--- src/rtl/uart_frame_rx.sv ---
// Command-frame reader: hunts for SYNC, shifts in payload chars, checks the XOR checksum,
// enforces inter-character timeout and hands one command word per good frame over valid/ready.
module uart_frame_rx #(
    parameter int unsigned     BITS       = 8,
    parameter int unsigned     WORD_CHARS = 4,
    parameter logic [BITS-1:0] SYNC       = 8'hA5,
    parameter int unsigned     TIMEOUT    = 50000,
    parameter int unsigned     TO_WIDTH   = $clog2(TIMEOUT)
) (
    input  logic                       clk,
    input  logic                       rst,
    input  logic [BITS-1:0]            rx_data,
    input  logic                       rx_data_fresh,
    output logic [BITS*WORD_CHARS-1:0] cmd_word,
    output logic                       cmd_valid,
    input  logic                       cmd_ready,
    output logic                       chk_err,
    output logic                       timeout_err,
    output logic                       overrun_err
);

    localparam int unsigned W    = BITS * WORD_CHARS;
    localparam int unsigned IdxW = (WORD_CHARS > 1) ? $clog2(WORD_CHARS) : 1;

    localparam logic [IdxW-1:0]     IdxLast = IdxW'(WORD_CHARS - 1);
    localparam logic [TO_WIDTH-1:0] ToLast  = TO_WIDTH'(TIMEOUT - 1);

    typedef enum logic [1:0] {
        StHunt,
        StPayload,
        StCheck
    } state_e;

    state_e              state_q;
    logic [IdxW-1:0]     idx_q;
    logic [BITS-1:0]     acc_q;
    logic [W-1:0]        shadow_q;
    logic [TO_WIDTH-1:0] to_cnt_q;

    always_ff @(posedge clk or negedge rst) begin
        if (!rst) begin
            state_q     <= StHunt;
            idx_q       <= '0;
            acc_q       <= '0;
            shadow_q    <= '0;
            to_cnt_q    <= '0;
            cmd_word    <= '0;
            cmd_valid   <= 1'b0;
            chk_err     <= 1'b0;
            timeout_err <= 1'b0;
            overrun_err <= 1'b0;
        end else begin
            chk_err     <= 1'b0;
            timeout_err <= 1'b0;
            overrun_err <= 1'b0;

            // Consumer transfer; a reload in the CHECK branch below overrides this clear.
            if (cmd_valid && cmd_ready) begin
                cmd_valid <= 1'b0;
            end

            unique case (state_q)
                StHunt: begin
                    to_cnt_q <= '0;
                    if (rx_data_fresh && rx_data == SYNC) begin
                        state_q <= StPayload;
                        idx_q   <= '0;
                        acc_q   <= '0;
                    end
                end

                StPayload: begin
                    if (rx_data_fresh) begin
                        to_cnt_q <= '0;
                        shadow_q <= (shadow_q << BITS) | W'(rx_data);
                        acc_q    <= acc_q ^ rx_data;
                        idx_q    <= idx_q + 1'b1;
                        if (idx_q == IdxLast) begin
                            state_q <= StCheck;
                        end
                    end else if (to_cnt_q == ToLast) begin
                        state_q     <= StHunt;
                        timeout_err <= 1'b1;
                        to_cnt_q    <= '0;
                    end else begin
                        to_cnt_q <= to_cnt_q + 1'b1;
                    end
                end

                StCheck: begin
                    if (rx_data_fresh) begin
                        state_q  <= StHunt;
                        to_cnt_q <= '0;
                        if (rx_data == acc_q) begin
                            if (!cmd_valid || cmd_ready) begin
                                cmd_word  <= shadow_q;
                                cmd_valid <= 1'b1;
                            end else begin
                                overrun_err <= 1'b1;
                            end
                        end else begin
                            chk_err <= 1'b1;
                        end
                    end else if (to_cnt_q == ToLast) begin
                        state_q     <= StHunt;
                        timeout_err <= 1'b1;
                        to_cnt_q    <= '0;
                    end else begin
                        to_cnt_q <= to_cnt_q + 1'b1;
                    end
                end

                default: state_q <= StHunt;
            endcase
        end
    end

endmodule

--- config.mk ---
export PLATFORM = sky130hd
export DESIGN_NAME = uart_frame_rx
export DESIGN_NICKNAME = d
export VERILOG_FILES = /design/src/rtl/uart_frame_rx.sv
export SDC_FILE = /design/constraint.sdc
export NUM_CORES = 1
export LEC_CHECK = 0
export CORE_ASPECT_RATIO = 1.5
export CORE_MARGIN = 3
export CORE_UTILIZATION = 56
export CTS_CLUSTER_SIZE = 10
export DETAILED_ROUTE_END_ITERATION = 8
export GPL_TIMING_DRIVEN = 0
export PLACE_DENSITY = 0.77
export SLEW_MARGIN = 20
export SYNTH_ARGS = -nofsm -noshare
export SYNTH_HDL_FRONTEND = slang
export SYNTH_SLANG_ARGS = --single-unit
--- constraint.sdc ---
create_clock -name clk -period 2.1 [get_ports clk]
set_clock_uncertainty 0.05 [all_clocks]
set_input_delay 0.525 -clock clk [delete_from_list [all_inputs] [get_ports clk]]
set_output_delay 0.525 -clock clk [all_outputs]
set_load 0.03 [all_outputs]
==> impl_metrics.toml <==
[logic_synthesis]
synthesized_net_count = 435
synth-warning-count = 0
syn_inst_count = 417
netlist_area_um2 = 4300
synth-async-reset-ratio = 1.00
synth.yosys.seq_area_share = 0.558
number_of_synthesized_flops_with_an_enable_pin = 0
synth_seq_cells = 96
yosys.cell_types.count = 46
synth-main-ff-cell = "sky130_fd_sc_hd__dfrtp_1"
syn_area_per_cell_um2 = 10.3

[timing]
final-hold-violation-count = 0
tightest_slew_ns = 0.514
max-slew-margin-rel = 0.655
setup_ws_ns = 0.0824
number_of_pins_exceeding_their_max_slew_limit_in_the_final_report = 0
final.min_clock_period_ns = 2.02
setup_repair_after_global_routing_missed_its_margin = "false"
achievable-frequency_ghz = 0.496
fin_crit_sh = 0.961
setup_viol_count_final = 0

[global_routing]
antenna_found_initial = 0
grt_max_degree = 60
grt_first_pass_wirelength_mm = 15.8
grtUsageTotal = 0.227
grt_pass1_vias = 3421
global_route.overflow_total = 0

[drt]
detail_route.drc_violations = 0
drt-wirelength-per-cell_um = 15.4
final_antenna_net_count = 0
route.detailed.vias_per_inst = 5.60
route.vias.total = 3273
postRouteWirelength_mm = 8.97
drt_iter0_drc = 198
drt_pass1_iterations = 4

[setup_path]
crit_type = "in2reg"
critical_path.startpoint_type = "input pin"
worst_setup_path_end_kind = "flop"
critical_path_peak_fanout = 6
timing.critical_path.required_ns = 2.35
worst-endpoint-arrival_ns = 2.26

[place]
preCtsSetupSlack_ns = -0.823
place_inst = 565
globalplace.congestion = 0.848
io_buffer_count = 47
dp_hpwl_mm = 6.48

[clock_network]
tritoncts.num_buffers = 9
clkSinkCount = 96
cts_tree = "done"
clock_tree.buffer_depth = 2
clkLatencyLatePin_ns = 0.36
htreeDepth = 3
ctsRootBufferMaster = "sky130_fd_sc_hd__clkbuf_8"
clkSlewWorstSetupHoldPaths_ns = 0.09

[run]
drv_cap = 0

[layout]
final.fill_count = 572
antenna-diode-count = 0
final_layout_size_suffix_gt1_frac = 0.153
post_layout_nonfiller_instances = 584
flow.area_growth_from_synthesis_pct = 21.3
finalNetCount = 497

[die]
die_width_um = 77.6
io_pins = 48
num_rows = 38
dieArea_um2 = 8800
fp.dieH_um = 113
initial_cell_density_of_the_core = 0.584
floorplan.core_area_um2 = 7370

[min_path]
min_path_type = "in2async"

[power]
power_uw = 4410
power.density_nw_per_um2 = 844
worst_ir_drop_vdd_mv = 0.589
power.static_leakage_uw = 0.00249

[status]
run_status = "finished clean"
## cells in the mapped netlist, types with 2 or more instances
master                       n  area [um2]
sky130_fd_sc_hd__mux2i_1     5        50.1
sky130_fd_sc_hd__nand2_1   117         439
sky130_fd_sc_hd__o31ai_1     6        45.0
sky130_fd_sc_hd__nand3_1    12        60.1
sky130_fd_sc_hd__clkbuf_1   17        63.8
sky130_fd_sc_hd__mux2_2     33         372
sky130_fd_sc_hd__xor2_1      7        61.3
sky130_fd_sc_hd__nor2b_1     6        37.5
sky130_fd_sc_hd__or4b_1      3        30.0
sky130_fd_sc_hd__nand4_1    10        62.6
sky130_fd_sc_hd__inv_1       8        30.0
sky130_fd_sc_hd__o22ai_1     3        18.8
sky130_fd_sc_hd__nor3_1      3        15.0
sky130_fd_sc_hd__nor4_1      7        43.8
sky130_fd_sc_hd__ha_1        6        75.1
sky130_fd_sc_hd__o311ai_0    4        35.0
sky130_fd_sc_hd__dfrtp_1    96        2400
sky130_fd_sc_hd__a21oi_1    10        50.1
sky130_fd_sc_hd__nor2_1     18        67.6
sky130_fd_sc_hd__and2_1      2        12.5
sky130_fd_sc_hd__nand2b_1    3        18.8
sky130_fd_sc_hd__o21ai_0    10        50.1
sky130_fd_sc_hd__and4_1      2        17.5
sky130_fd_sc_hd__xnor2_1     7        61.3
## cells by family (layout without fill, tap and decap cells)
logic type               Yosys count  in the layout  share of synthesized area
XOR/XNOR                          14             14                     0.0285
buffers and inverters             26             93                     0.0230
AND/OR/NAND/NOR                  193            193                      0.206
adder cells (fa/ha/maj)            6              6                     0.0174
AO/OA/AOI/OAI                     44             44                     0.0692
flip-flops                        96             96                      0.558
multiplexers                      38             38                     0.0980
## registers in the layout, indices dropped and copies added (netlist names), 2 cells and up
register,cells
cmd_word,32
shadow_q,32
to_cnt_q,16
acc_q,8
idx_q,2
state_q,2
## path summary, 6_finish.rpt
kind,start,to,slack [ns],cells after the start
max in group asynchronous,rst,shadow_q[10],1.41,2
worst max register to register,state_q[0],cmd_word[13],0.11,8
worst min-delay path,rst,cmd_word[30],0.006,1
min in group clk,rx_data[4],shadow_q[4],0.40,3
worst max-delay path,rx_data[7],acc_q[2],0.08,5
worst min register to register,shadow_q[26],shadow_q[26],0.42,2
## stage by stage
stage               setup TNS [ns]   util  instance area (um2)  hold slack, ns
floorplan                        0      -                 4300           0.179
CTS                              0  0.707                 5210          0.0129
detailed placement          -45.94  0.669                 4930           0.398
finish                           0  0.708                 5220         0.00630
global route                     0  0.708                 5220          0.0234
global placement           -329.73  0.665                 4900           0.403
## power breakdown
group,switching [uW],internal [uW]
Combinational,468,288
Clock,598,770
Sequential,194,2090
## cells in the final DEF, fill, tap and decap left out, types with 10 or more instances in the layout
cell,instances
sky130_fd_sc_hd__nand2_1,117
sky130_fd_sc_hd__dfrtp_1,96
sky130_fd_sc_hd__clkdlybuf4s50_1,38
sky130_fd_sc_hd__mux2_2,33
sky130_fd_sc_hd__nor2_1,18
sky130_fd_sc_hd__nand3_1,12
sky130_fd_sc_hd__clkbuf_8,12
sky130_fd_sc_hd__nand4_1,10
sky130_fd_sc_hd__o21ai_0,10
## what timing repair did
| action | CTS | global route |
|---|---|---|
| setup endpoints to repair | 72 | 77 |
| setup buffers | 3 | 0 |
| gates cloned | 0 | 0 |
| gates resized for setup | 18 | 24 |
| pin swaps | 3 | 4 |
| hold buffers | 0 | 0 |
## routing by layer
layer | share of wire | GRT usage | vias to the layer above
met5 | 0 | 0 | -
met4 | 0.024 | 0.0938 | 0
met3 | 0.027 | 0.0442 | 18
met2 | 0.53 | 0.400 | 71
met1 | 0.42 | 0.269 | 1620
li1 | - | - | 1564
## layout make-up
type	instances	area [um2]	area share
multi-input cells	295	1820	0.349
inverters	8	30.0	0.00575
repair buffers	51	513	0.0983
clock inverters	2	60.1	0.0115
flip-flops and latches	96	2400	0.460
clock buffers	14	173	0.0331
well taps	100	125	0.0240
plain buffers	18	95.1	0.0182
## worst max-delay path, cell delays in order
cell and delay, ns:
sky130_fd_sc_hd__clkdlybuf4s15_1 0.24, sky130_fd_sc_hd__or4b_4 0.48, sky130_fd_sc_hd__o31a_1 0.38, sky130_fd_sc_hd__or4b_1 0.53, sky130_fd_sc_hd__nand3_1 0.10
No activity file was read; power rests on OpenSTA's default activity.
